==> config.mk <==
export PLATFORM = sky130hd
export DESIGN_NAME = ifetch_ctrl_flat
export DESIGN_NICKNAME = d
export VERILOG_FILES = /design/src/rtl/ifetch_ctrl_pkg.sv /design/src/rtl/ifetch_ctrl_if.sv /design/src/rtl/ifetch_ctrl_fifo.sv /design/src/rtl/ifetch_ctrl.sv /design/src/flat_wrapper.sv
export SDC_FILE = /design/constraint.sdc
export NUM_CORES = 1
export LEC_CHECK = 0
export CORE_MARGIN = 10
export CORE_UTILIZATION = 55
export DETAILED_ROUTE_END_ITERATION = 6
export GPL_TIMING_DRIVEN = 1
export MAX_ROUTING_LAYER = met4
export PLACE_DENSITY_LB_ADDON = 0.12
export SYNTH_ARGS = -nofsm -noshare
export SYNTH_HDL_FRONTEND = slang
export SYNTH_SLANG_ARGS = --single-unit
==> constraint.sdc <==
create_clock -name clk -period 5.5 [get_ports clk]
set_input_delay 1.1 -clock clk [delete_from_list [all_inputs] [get_ports clk]]
set_output_delay 1.1 -clock clk [all_outputs]
set_load 0.05 [all_outputs]
==> src/rtl/ifetch_ctrl_pkg.sv <==
// Shared fetch constants: instruction width, reset vector, PC step and alignment.
package ifetch_ctrl_pkg;

  localparam int unsigned INSTRUCTION_SIZE = 32;
  localparam logic [31:0] RESET_VECTOR     = 32'h0000_0000;
  localparam int unsigned PC_INCR          = 4;
  localparam int unsigned PC_ALIGN_MASK    = 3;

endpackage

==> src/rtl/ifetch_ctrl_if.sv <==
// Instruction-memory request/response and decode-side handshakes of the fetch stage.
interface ifetch_ctrl_if
  import ifetch_ctrl_pkg::*;
#(
  parameter int unsigned XLEN = INSTRUCTION_SIZE
);

  logic            imem_req_valid;
  logic            imem_req_ready;
  logic [XLEN-1:0] imem_addr;
  logic            imem_rsp_valid;
  logic [XLEN-1:0] imem_rdata;
  logic            inst_valid;
  logic            inst_ready;
  logic [XLEN-1:0] inst;
  logic [XLEN-1:0] inst_pc;

  modport master (
    output imem_req_valid, imem_addr, inst_valid, inst, inst_pc,
    input  imem_req_ready, imem_rsp_valid, imem_rdata, inst_ready
  );

  modport slave (
    input  imem_req_valid, imem_addr, inst_valid, inst, inst_pc,
    output imem_req_ready, imem_rsp_valid, imem_rdata, inst_ready
  );

endinterface

==> src/rtl/ifetch_ctrl_fifo.sv <==
// Show-ahead synchronous FIFO with flush; serves as instruction buffer and in-flight PC queue.
module ifetch_fifo #(
  parameter int unsigned WIDTH = 64,
  parameter int unsigned DEPTH = 2
) (
  input  logic                   clk,
  input  logic                   rst_n,
  input  logic                   i_push,
  input  logic                   i_pop,
  input  logic                   i_flush,
  input  logic [WIDTH-1:0]       i_wdata,
  output logic [WIDTH-1:0]       o_rdata,
  output logic                   o_full,
  output logic                   o_empty,
  output logic [$clog2(DEPTH):0] o_count
);

  localparam int unsigned AW = $clog2(DEPTH);
  localparam int unsigned CW = AW + 1;

  logic [WIDTH-1:0] r_mem [DEPTH];
  logic [AW-1:0]    r_wptr;
  logic [AW-1:0]    r_rptr;
  logic [CW-1:0]    r_count;
  logic             w_do_push;
  logic             w_do_pop;

  function automatic logic [AW-1:0] ptr_inc(input logic [AW-1:0] p);
    return (p == AW'(DEPTH - 1)) ? '0 : p + AW'(1);
  endfunction

  // A push into a full FIFO is only taken when the head leaves in the same cycle
  assign w_do_pop  = i_pop & (r_count != '0);
  assign w_do_push = i_push & ((r_count != CW'(DEPTH)) | w_do_pop);

  always_ff @(posedge clk or negedge rst_n) begin
    if (!rst_n) begin
      for (int i = 0; i < int'(DEPTH); i++) r_mem[i] <= '0;
      r_wptr  <= '0;
      r_rptr  <= '0;
      r_count <= '0;
    end else if (i_flush) begin
      r_wptr  <= '0;
      r_rptr  <= '0;
      r_count <= '0;
    end else begin
      if (w_do_push) begin
        r_mem[r_wptr] <= i_wdata;
        r_wptr        <= ptr_inc(r_wptr);
      end
      if (w_do_pop) r_rptr <= ptr_inc(r_rptr);
      r_count <= r_count + CW'(w_do_push) - CW'(w_do_pop);
    end
  end

  assign o_rdata = r_mem[r_rptr];
  assign o_full  = (r_count == CW'(DEPTH));
  assign o_empty = (r_count == '0);
  assign o_count = r_count;

endmodule

==> src/rtl/ifetch_ctrl.sv <==
// Fetch control: credit-limited in-order imem requests, next-PC select, redirect flush
// with stale-response dropping, and a show-ahead instruction buffer towards decode.
module ifetch_ctrl
  import ifetch_ctrl_pkg::*;
#(
  parameter int unsigned XLEN      = INSTRUCTION_SIZE,
  parameter int unsigned BUF_DEPTH = 2,
  parameter int unsigned MAX_OUTST = 2
) (
  input  logic            clk,
  input  logic            rst_n,
  input  logic [XLEN-1:0] pc_cur,
  output logic [XLEN-1:0] pc_next,
  input  logic            redirect,
  input  logic [XLEN-1:0] redirect_pc,
  ifetch_ctrl_if.master   bus
);

  localparam int unsigned CW = $clog2(MAX_OUTST) + 1;
  localparam int unsigned BW = $clog2(BUF_DEPTH) + 1;
  localparam int unsigned SW = CW + BW + 1;
  localparam int unsigned EW = 2 * XLEN;

  logic            r_run;
  logic [CW-1:0]   r_drop;

  logic            w_fire;
  logic            w_rsp;
  logic            w_ib_push;
  logic            w_ib_pop;
  logic            w_ib_full;
  logic            w_ib_empty;
  logic [BW-1:0]   w_ib_count;
  logic [EW-1:0]   w_ib_rdata;
  logic            w_pq_full;
  logic            w_pq_empty;
  logic [CW-1:0]   w_outst;
  logic [XLEN-1:0] w_pq_pc;
  logic [SW-1:0]   w_occ;

  assign w_rsp    = bus.imem_rsp_valid;
  assign w_ib_pop = bus.inst_valid & bus.inst_ready;

  // Slots already promised: the head leaving this cycle frees one, so a
  // zero-wait memory can sustain one fetch per cycle with a 2-entry buffer.
  assign w_occ = SW'(w_outst) + SW'(w_ib_count) - SW'(w_ib_pop);

  assign bus.imem_req_valid = r_run & ~redirect & ~w_pq_full & (w_occ < SW'(BUF_DEPTH));
  assign bus.imem_addr      = pc_cur;
  assign w_fire             = bus.imem_req_valid & bus.imem_req_ready;

  assign w_ib_push = w_rsp & ~redirect & (r_drop == '0);

  always_comb begin
    pc_next = pc_cur;
    if (w_fire)   pc_next = pc_cur + XLEN'(PC_INCR);
    if (redirect) pc_next = redirect_pc & ~XLEN'(PC_ALIGN_MASK);
  end

  // r_run keeps requests off until the first clock after reset release
  always_ff @(posedge clk or negedge rst_n) begin
    if (!rst_n) begin
      r_run  <= 1'b0;
      r_drop <= '0;
    end else begin
      r_run <= 1'b1;
      if (redirect)                  r_drop <= w_outst - CW'(w_rsp);
      else if (w_rsp && r_drop != '0) r_drop <= r_drop - CW'(1);
    end
  end

  // In-flight request addresses; its occupancy is the outstanding count
  ifetch_fifo #(
    .WIDTH (XLEN),
    .DEPTH (MAX_OUTST)
  ) u_pc_q (
    .clk     (clk),
    .rst_n   (rst_n),
    .i_push  (w_fire),
    .i_pop   (w_rsp),
    .i_flush (1'b0),
    .i_wdata (pc_cur),
    .o_rdata (w_pq_pc),
    .o_full  (w_pq_full),
    .o_empty (w_pq_empty),
    .o_count (w_outst)
  );

  ifetch_fifo #(
    .WIDTH (EW),
    .DEPTH (BUF_DEPTH)
  ) u_ibuf (
    .clk     (clk),
    .rst_n   (rst_n),
    .i_push  (w_ib_push),
    .i_pop   (w_ib_pop),
    .i_flush (redirect),
    .i_wdata ({bus.imem_rdata, w_pq_pc}),
    .o_rdata (w_ib_rdata),
    .o_full  (w_ib_full),
    .o_empty (w_ib_empty),
    .o_count (w_ib_count)
  );

  assign bus.inst_valid           = ~w_ib_empty;
  assign {bus.inst, bus.inst_pc}  = w_ib_rdata;

  a_ibuf_no_overflow: assert property (@(posedge clk) disable iff (!rst_n)
    !(w_ib_push && w_ib_full && !w_ib_pop));

  a_rsp_has_request: assert property (@(posedge clk) disable iff (!rst_n)
    !(w_rsp && w_pq_empty));

endmodule
==> src/flat_wrapper.sv <==
// flat-port wrapper written by rule: the top's interface ports become plain ports
module ifetch_ctrl_flat import ifetch_ctrl_pkg::*;
#(
  parameter int unsigned XLEN      = INSTRUCTION_SIZE,
  parameter int unsigned BUF_DEPTH = 2,
  parameter int unsigned MAX_OUTST = 2
)
  (clk, rst_n, pc_cur, pc_next, redirect, redirect_pc, bus_imem_req_valid, bus_imem_addr, bus_inst_valid, bus_inst, bus_inst_pc, bus_imem_req_ready, bus_imem_rsp_valid, bus_imem_rdata, bus_inst_ready);
  ifetch_ctrl_if #(.XLEN(XLEN)) bus_i ();
  input  logic clk;
  input  logic rst_n;
  input  logic [XLEN-1:0] pc_cur;
  output logic [XLEN-1:0] pc_next;
  input  logic redirect;
  input  logic [XLEN-1:0] redirect_pc;
  output wire logic [$bits(bus_i.imem_req_valid)-1:0] bus_imem_req_valid;
  output wire logic [$bits(bus_i.imem_addr)-1:0] bus_imem_addr;
  output wire logic [$bits(bus_i.inst_valid)-1:0] bus_inst_valid;
  output wire logic [$bits(bus_i.inst)-1:0] bus_inst;
  output wire logic [$bits(bus_i.inst_pc)-1:0] bus_inst_pc;
  input wire logic [$bits(bus_i.imem_req_ready)-1:0] bus_imem_req_ready;
  input wire logic [$bits(bus_i.imem_rsp_valid)-1:0] bus_imem_rsp_valid;
  input wire logic [$bits(bus_i.imem_rdata)-1:0] bus_imem_rdata;
  input wire logic [$bits(bus_i.inst_ready)-1:0] bus_inst_ready;
  assign bus_imem_req_valid = bus_i.imem_req_valid;
  assign bus_imem_addr = bus_i.imem_addr;
  assign bus_inst_valid = bus_i.inst_valid;
  assign bus_inst = bus_i.inst;
  assign bus_inst_pc = bus_i.inst_pc;
  assign bus_i.imem_req_ready = bus_imem_req_ready;
  assign bus_i.imem_rsp_valid = bus_imem_rsp_valid;
  assign bus_i.imem_rdata = bus_imem_rdata;
  assign bus_i.inst_ready = bus_inst_ready;
  ifetch_ctrl #(.XLEN(XLEN), .BUF_DEPTH(BUF_DEPTH), .MAX_OUTST(MAX_OUTST)) u_core (.clk(clk), .rst_n(rst_n), .pc_cur(pc_cur), .pc_next(pc_next), .redirect(redirect), .redirect_pc(redirect_pc), .bus(bus_i));
endmodule
==> results_dict.tcl, run 1 <==
set metrics [dict create \
    cap_violations 0 \
    synth.top_cells.by_area "dfrtp_1 (51%), mux2_2 (22%), mux2i_1 (3.3%)" \
    routabilityCongestion 0.824 \
    postCtsSetupBuffers 0 \
    place_hpwl_um 17500 \
    worstPathMaxFanout 7 \
    synthArstFlopShare_pct 100 \
    layout-drive-gt1-share_pct 27.4 \
    io_pins 232 \
    synth_compound_area_share_pct 5.60 \
    synth_top_family_by_area "multiplexers" \
    synth_edf_count 0 \
    cts_sinks 203 \
    max_stage_delay_ns 0.53 \
    rows 49 \
    drc 0 \
    pre_cts_slack_ns 0.409 \
    ys_ff_latch 203 \
    worst_pin_slew_ns 1.07 \
    ys_warn_count 0 \
    slew_headroom_pct 28.6 \
    synth-xor-area-share_pct 2.97 \
    grt_first_pass_wirelength_um 40100 \
    n_antenna_cell 0 \
    dr.pass1.iters 5 \
    fill_cells 1281 \
    switching_share_pct 40.2 \
    via_count 7093 \
    power_uw 7610 \
    numCtsBuffers 21 \
    clkPwrFrac_pct 18.3 \
    highest_layer "met4" \
    routed_wl_um 25100 \
    yosysMostFrequentCell "dfrtp_1" \
    die_w_um 155 \
    grt_max_degree 130 \
    drt_iter0_drc 274 \
    worst_skew_pair.late_latency_ns 0.48 \
    setup_tns_ns 0 \
    synthAdderAreaFrac_pct 1.45 \
    cts_root_buf "clkbuf_16" \
    min_path_type "flip-flop to flip-flop" \
    cp_data_arrival_time_ns 4.04 \
    nNetsFinal 1157 \
    dr_wl_met3_um 1930 \
    cp_common_cell "ha_1" \
    cts-hold-fix-buffers 0 \
    required_ns 4.40 \
    synth_mux_area_share_pct 25.0 \
    cp_cell_sequence "clkdlybuf4s50_1 -> o21ai_4 -> nor2_1 -> ha_1 -> ha_1 -> nor2b_1 -> nand4_1 -> nor2_2 -> inv_2 -> or4_1 -> a31oi_1 -> buf_12" \
    maxSlewViolCount 0 \
    path_class "input port to primary output" \
    first_global_vias 7571 \
    grtUsageTotal_pct 21.1 \
    cts_htree_levels 1 \
    cts_tree "yes" \
    area_delta_synth_final_pct 32.1 \
    initial_utilization_pct 55.9 \
    syn-instance-count 861 \
    drt-wirelength-per-cell_um 19.5 \
    period_share_pct 93.5 \
    synth.avg_cell_area_um2 11.7 \
    setup_viol 0 \
    cpMaxStageDelayCell "or4_1" \
    crit_path_start_kind "input port" \
    hold_violations 0 \
    synth.top_cell.area_share_pct 50.6 \
    p_switching_uw 3060 \
    status "finished clean" \
    syn_nets 974 \
    vdd_drop_max_uv 372 \
    ys.flop_type "dfrtp_1" \
    grt-ovfl-total 0 \
    dieHeight_um 155 \
    path_clk_slew_ns 0.06 \
    port_buffers 229 \
    yosys.area_share.simple_pct 8.96 \
    coreArea_um2 18000 \
    drt-met1-wl_um 10700 \
    p_leak_uw 0.00575 \
    finClkSkew_ns 0.00664 \
    ys_seq_area_share_pct 50.6 \
    ctsLongestPathBuffers 3 \
    fin_ws_ns 0.360 \
    routed_via_density 5.51 \
    max_clock_freq_mhz 195 \
    grt_antenna_before_repair 0 \
    fin_crit_ns 5.14 \
    cts_resized 0 \
    yosys-top-cells-count "dfrtp_1 (203), mux2_2 (193), nand2_1 (64), o21ai_0 (58), nor2_1 (44)" \
    p_int_uw 4560 \
    grt_setup_unrepaired "false" \
    antenna_left 0 \
    endpoint_kind "primary output" \
    power_frac_seq_pct 33.4 \
    syn_area_um2 10000 \
    power_frac_comb_pct 48.2 \
    dieArea_um2 24100 \
    synth_cell_type_count 49 \
    route.met2.wl_um 12100 \
    yosys.area.top_type "dfrtp_1" \
    powerDensity_nw_per_um2 574 \
]
==> state kept, by name, summed over array words and instances (netlist names), 2 cells and up <==
name	cells
u_core.r_drop	2
u_core.u_ibuf.o_count	2
u_core.u_ibuf.r_mem	128
u_core.u_pc_q.o_count	2
u_core.u_pc_q.r_mem	64
==> final cells by class <==
cell class / count / area, um2 / share of cell area [%]
clock buffer: 28 / 592 / 4.46
clock inverter: 9 / 95.1 / 0.717
tap: 229 / 287 / 2.16
multi-input combinational: 560 / 4440 / 33.5
timing repair buffer: 244 / 2720 / 20.5
inverter: 14 / 52.6 / 0.396
sequential: 203 / 5080 / 38.3
==> placed cells by master, fill, tap and decap left out, types with 2 or more instances in the layout <==
cell and instances:
clkinv_2 7, nand2b_1 2, clkbuf_1 3, nor2_4 2, clkbuf_8 5, o31ai_1 3, nor3_1 5, dfrtp_1 201
clkbuf_16 21, buf_12 31, mux2_2 193, nand2_1 64, a21oi_1 33, nand4_1 9, xor2_1 5, a31oi_1 5
bufinv_16 2, o21ai_0 58, clkdlybuf4s50_1 197, and3_1 5, or3_1 4, dfrtp_2 2, or4_1 3, and4_1 4
or2_2 2, nor4_1 13, nor4b_1 2, inv_1 12, buf_4 14, nor2b_1 4, nand3_1 11, ha_1 10
inv_2 2, xnor2_1 29, nor2_1 43, mux2i_1 33
==> path summary, 6_finish.rpt <==
path,from,endpoint,slack (ns),depth (start not counted)
max,bus_inst_ready,pc_next[30],0.36,12
min,u_core.u_ibuf.r_mem[15],u_core.u_ibuf.r_mem[15],0.47,2
max reg2reg,u_core.u_ibuf.o_count[0],u_core.u_pc_q.r_mem[62],1.79,12
min reg2reg,u_core.u_ibuf.r_mem[15],u_core.u_ibuf.r_mem[15],0.47,2
max in group asynchronous,rst_n,u_core.u_ibuf.r_mem[77],3.63,2
min in group asynchronous,rst_n,u_core.u_ibuf.r_mem[57],0.73,1
==> power by group through the flow <==
stage	sequential [uW]	clock (uW)	combinational (uW)
floorplan	2390	0	2690
global placement	2530	0	3640
detailed placement	2570	0	3690
CTS	2550	1430	3720
global route	2630	1490	3900
finish	2540	1400	3670
==> critical path, delay by kind of cell <==
family / cells / cell delay (ns)
buffers and inverters: 3 / 0.80
AND/OR/NAND/NOR: 5 / 1.33
AO/OA/AOI/OAI: 2 / 0.45
adder cells (fa/ha/maj): 2 / 0.35
==> stage by stage <==
stage	area, um2	instances	util (%)	hold WS [ns]
global placement	12600	1250	70.0	0.455
finish	13300	1287	73.8	0.473
CTS	13300	1287	73.8	0.478
floorplan	10000	861	-	0.444
detailed placement	12600	1250	70.0	0.464
global route	13300	1287	73.8	0.497
==> kinds of logic (layout without fill, tap and decap cells) <==
kind of cell,Yosys count,in the layout
mux,227,227
buf+inv,98,295
compound gates,103,103
simple gates,184,184
other cells,1,1
xor+xnor,34,34
flops,203,203
fa+ha+maj,11,11
==> per-layer routing <==
metal | track usage, % | vias to the layer above
met2 | 34.6 | 236
met3 | 5.76 | 25
met5 | - | -
met1 | 25.5 | 3475
li1 | - | 3357
met4 | 4.68 | 0
Power figures use the tool's default switching activity.
==> run 2, diff against run 1 <==
- ABC_AREA: default -> 1
- MAX_ROUTING_LAYER: met4 -> default
==> results_dict.tcl, run 2 <==
set metrics [dict create \
    dr.pass1.iters 5 \
    grt_antenna_before_repair 0 \
    n_antenna_cell 0 \
    worstHoldEndpoint "u_core.u_ibuf.r_mem[15]" \
    powerDensity_nw_per_um2 507 \
    regMostFlops "u_core.u_ibuf.r_mem" \
    p_switching_uw 2960 \
    synth_edf_count 0 \
    drt_iter0_drc 701 \
    synth.top_cell.area_share_pct 48.1 \
    cap_violations 0 \
    required_ns 4.40 \
    period_share_pct 88.1 \
    synth_compound_area_share_pct 11.2 \
    max_stage_delay_ns 0.48 \
    max_clock_freq_mhz 206 \
    synth.avg_cell_area_um2 7.43 \
    yosys.area_share.simple_pct 27.8 \
    port_buffers 229 \
    synthArstFlopShare_pct 100 \
    synth_top_family_by_area "simple AND/OR/NAND/NOR gates" \
    pre_cts_slack_ns 0.686 \
    routabilityCongestion 0.836 \
    final_util_pct 71.7 \
    hold_violations 0 \
    dieHeight_um 159 \
    min_from "u_core.u_ibuf.r_mem[15]" \
    mostFrequentLayoutCells "nand2_1 (617), dfrtp_1 (202), clkdlybuf4s50_1 (198)" \
    largest_reg_flops 128 \
    switching_share_pct 43.2 \
    r2r_slack_ns 1.70 \
    cp_data_arrival_time_ns 3.74 \
    cts_resized 0 \
    worstPathMaxFanout 15 \
    synth.top_cells.by_area "dfrtp_1 (48%), nand2_1 (22%), o21ai_0 (7.2%)" \
    synthAdderAreaFrac_pct 1.37 \
    synth_mux_area_share_pct 0 \
    vdd_drop_max_uv 198 \
    cp_cell_sequence "clkdlybuf4s50_1 -> nand2_2 -> nor2_1 -> ha_1 -> ha_1 -> nand3b_1 -> nor2_2 -> nand2_1 -> nor2_2 -> buf_12 -> nand3_1 -> nand2_1 -> nand3_1 -> nand2_1 -> buf_12" \
    coreArea_um2 18800 \
    via_count 9383 \
    fill_cells 1554 \
    grt_max_degree 98 \
    p_leak_uw 0.00676 \
    cp_common_cell "nand2_1" \
    ctsLongestPathBuffers 3 \
    cts_root_buf "clkbuf_16" \
    grtUsageTotal_pct 21.6 \
    place_hpwl_um 19300 \
    endpoint_kind "primary output" \
    ys_seq_area_share_pct 48.1 \
    fin_ws_ns 0.657 \
    synth_cell_type_count 32 \
    slew_headroom_pct 22.9 \
    routed_via_density 5.06 \
    fin_crit_ns 4.84 \
    path_class "input port to primary output" \
    setup_tns_ns 0 \
    status "finished clean" \
    cpMaxStageDelayCell "nor2_2" \
    min_path_type "flip-flop to flip-flop" \
    syn_area_um2 10600 \
    die_w_um 159 \
    dieArea_um2 25200 \
    io_pins 232 \
    power_frac_comb_pct 45.5 \
    synth-xor-area-share_pct 0.829 \
    postCtsSetupBuffers 0 \
    regArea_um2 5080 \
    rows 50 \
    setup_viol 0 \
    antenna_left 0 \
    path_clk_slew_ns 0.06 \
    drt-wirelength-per-cell_um 14.8 \
    p_int_uw 3890 \
    finClkSkew_ns 0.0114 \
    grt_first_pass_wirelength_um 44600 \
    reg2reg_from "u_core.u_pc_q.o_count[0]" \
    power_frac_seq_pct 36.1 \
    multi_input_area_um2 4360 \
    ys_ff_latch 203 \
    worstRegToRegCells 12 \
    cts_htree_levels 1 \
    yosysMostFrequentCell "nand2_1" \
    numCtsBuffers 20 \
    cts-hold-fix-buffers 0 \
    layout-drive-gt1-share_pct 6.91 \
    drc 0 \
    reg_top3 "u_core.u_ibuf.r_mem: 128 flops, u_core.u_pc_q.r_mem: 64 flops" \
    layout_commonest_cell "nand2_1" \
    worst_skew_pair.late_latency_ns 0.49 \
    initial_utilization_pct 56.1 \
    ys.flop_type "dfrtp_1" \
    power_uw 6850 \
    yosys-top-cells-count "nand2_1 (617), dfrtp_1 (203), o21ai_0 (151), inv_1 (130), nand3_1 (54)" \
    ys_warn_count 0 \
    first_global_vias 9115 \
    worst_pin_slew_ns 1.16 \
    grt-ovfl-total 0 \
    clkPwrFrac_pct 18.5 \
    nNetsFinal 1694 \
    reg2reg_to "u_core.u_pc_q.r_mem[10]" \
    syn-instance-count 1422 \
    min_delay_path_depth 2 \
    routed_wl_um 27500 \
    syn_nets 1535 \
    crit_path_start_kind "input port" \
    yosys.area.top_type "dfrtp_1" \
    grt_setup_unrepaired "false" \
    area_delta_synth_final_pct 27.8 \
    cts_sinks 203 \
    cts_tree "yes" \
    maxSlewViolCount 0 \
]
[run 2: changes by cell type in the layout (fill, tap and decap cells not counted), sizes merged, moves of 4 or more]
| cell | previous run | this run |
|---|---|---|
| a21oi | 33 | 8 |
| and3 | 6 | 0 |
| and4 | 4 | 0 |
| inv | 14 | 133 |
| mux2 | 194 | 0 |
| mux2i | 33 | 0 |
| nand2 | 64 | 620 |
| nand3 | 12 | 56 |
| nor2b | 4 | 0 |
| nor4 | 13 | 0 |
| o21ai | 59 | 208 |
| or3 | 4 | 0 |
| or4 | 4 | 0 |
| xnor2 | 29 | 3 |
[run 2: layout make-up]
class	count	share of cell area, %
clock inverters	4	0.176
flip-flops and latches	203	37.6
inverters	134	3.72
repair buffers	242	19.5
multi-input cells	980	32.3
well taps	260	2.41
clock buffers	30	4.29
[run 2: worst max-delay path: cells and delay by family]
kind | cells | cell delay (ns)
fa+ha+maj | 2 | 0.45
buf+inv | 3 | 0.81
simple gates | 10 | 1.37
[run 2: routing by layer]
metal / share of wire, % / up-vias / track usage (%)
met5: 0 / - / 0
met4: 1.8 / 0 / 5.73
met3: 10 / 36 / 7.04
met2: 44 / 327 / 33.8
met1: 44 / 4307 / 28.2
li1: - / 4713 / -
[run 2: how the worst max path moves through the flow]
stage / start / endpoint / depth (start not counted)
after floorplan: bus_inst_ready / pc_next[4] / 11
after global placement: bus_inst_ready / pc_next[30] / 15
after detailed placement: bus_inst_ready / pc_next[30] / 15
after CTS: bus_inst_ready / pc_next[30] / 15
after global routing: bus_inst_ready / pc_next[4] / 12
final: bus_inst_ready / pc_next[30] / 15
[run 2: kinds of logic after synthesis]
| logic type | Yosys count |
|---|---|
| simple gates | 740 |
| flops | 203 |
| fa+ha+maj | 11 |
| other cells | 1 |
| buf+inv | 239 |
| xor+xnor | 10 |
| compound gates | 218 |
[run 2: per-stage QoR]
stage	cell area (um2)	hold WS, ns	std cells
3_5_place_dp	12900	0.458	1819
5_1_grt	13500	0.496	1853
4_1_cts	13500	0.474	1853
6_report	13500	0.471	1853
2_1_floorplan	10600	0.442	1422
3_3_place_gp	12900	0.454	1819
[run 2: power by group through the flow]
stage | Clock [uW] | Combinational, uW | Sequential (uW)
after floorplan | 0 | 2230 | 2350
after global placement | 0 | 3070 | 2460
after detailed placement | 0 | 3120 | 2490
after CTS | 1290 | 3150 | 2470
after global routing | 1350 | 3420 | 2540
final | 1260 | 3120 | 2470
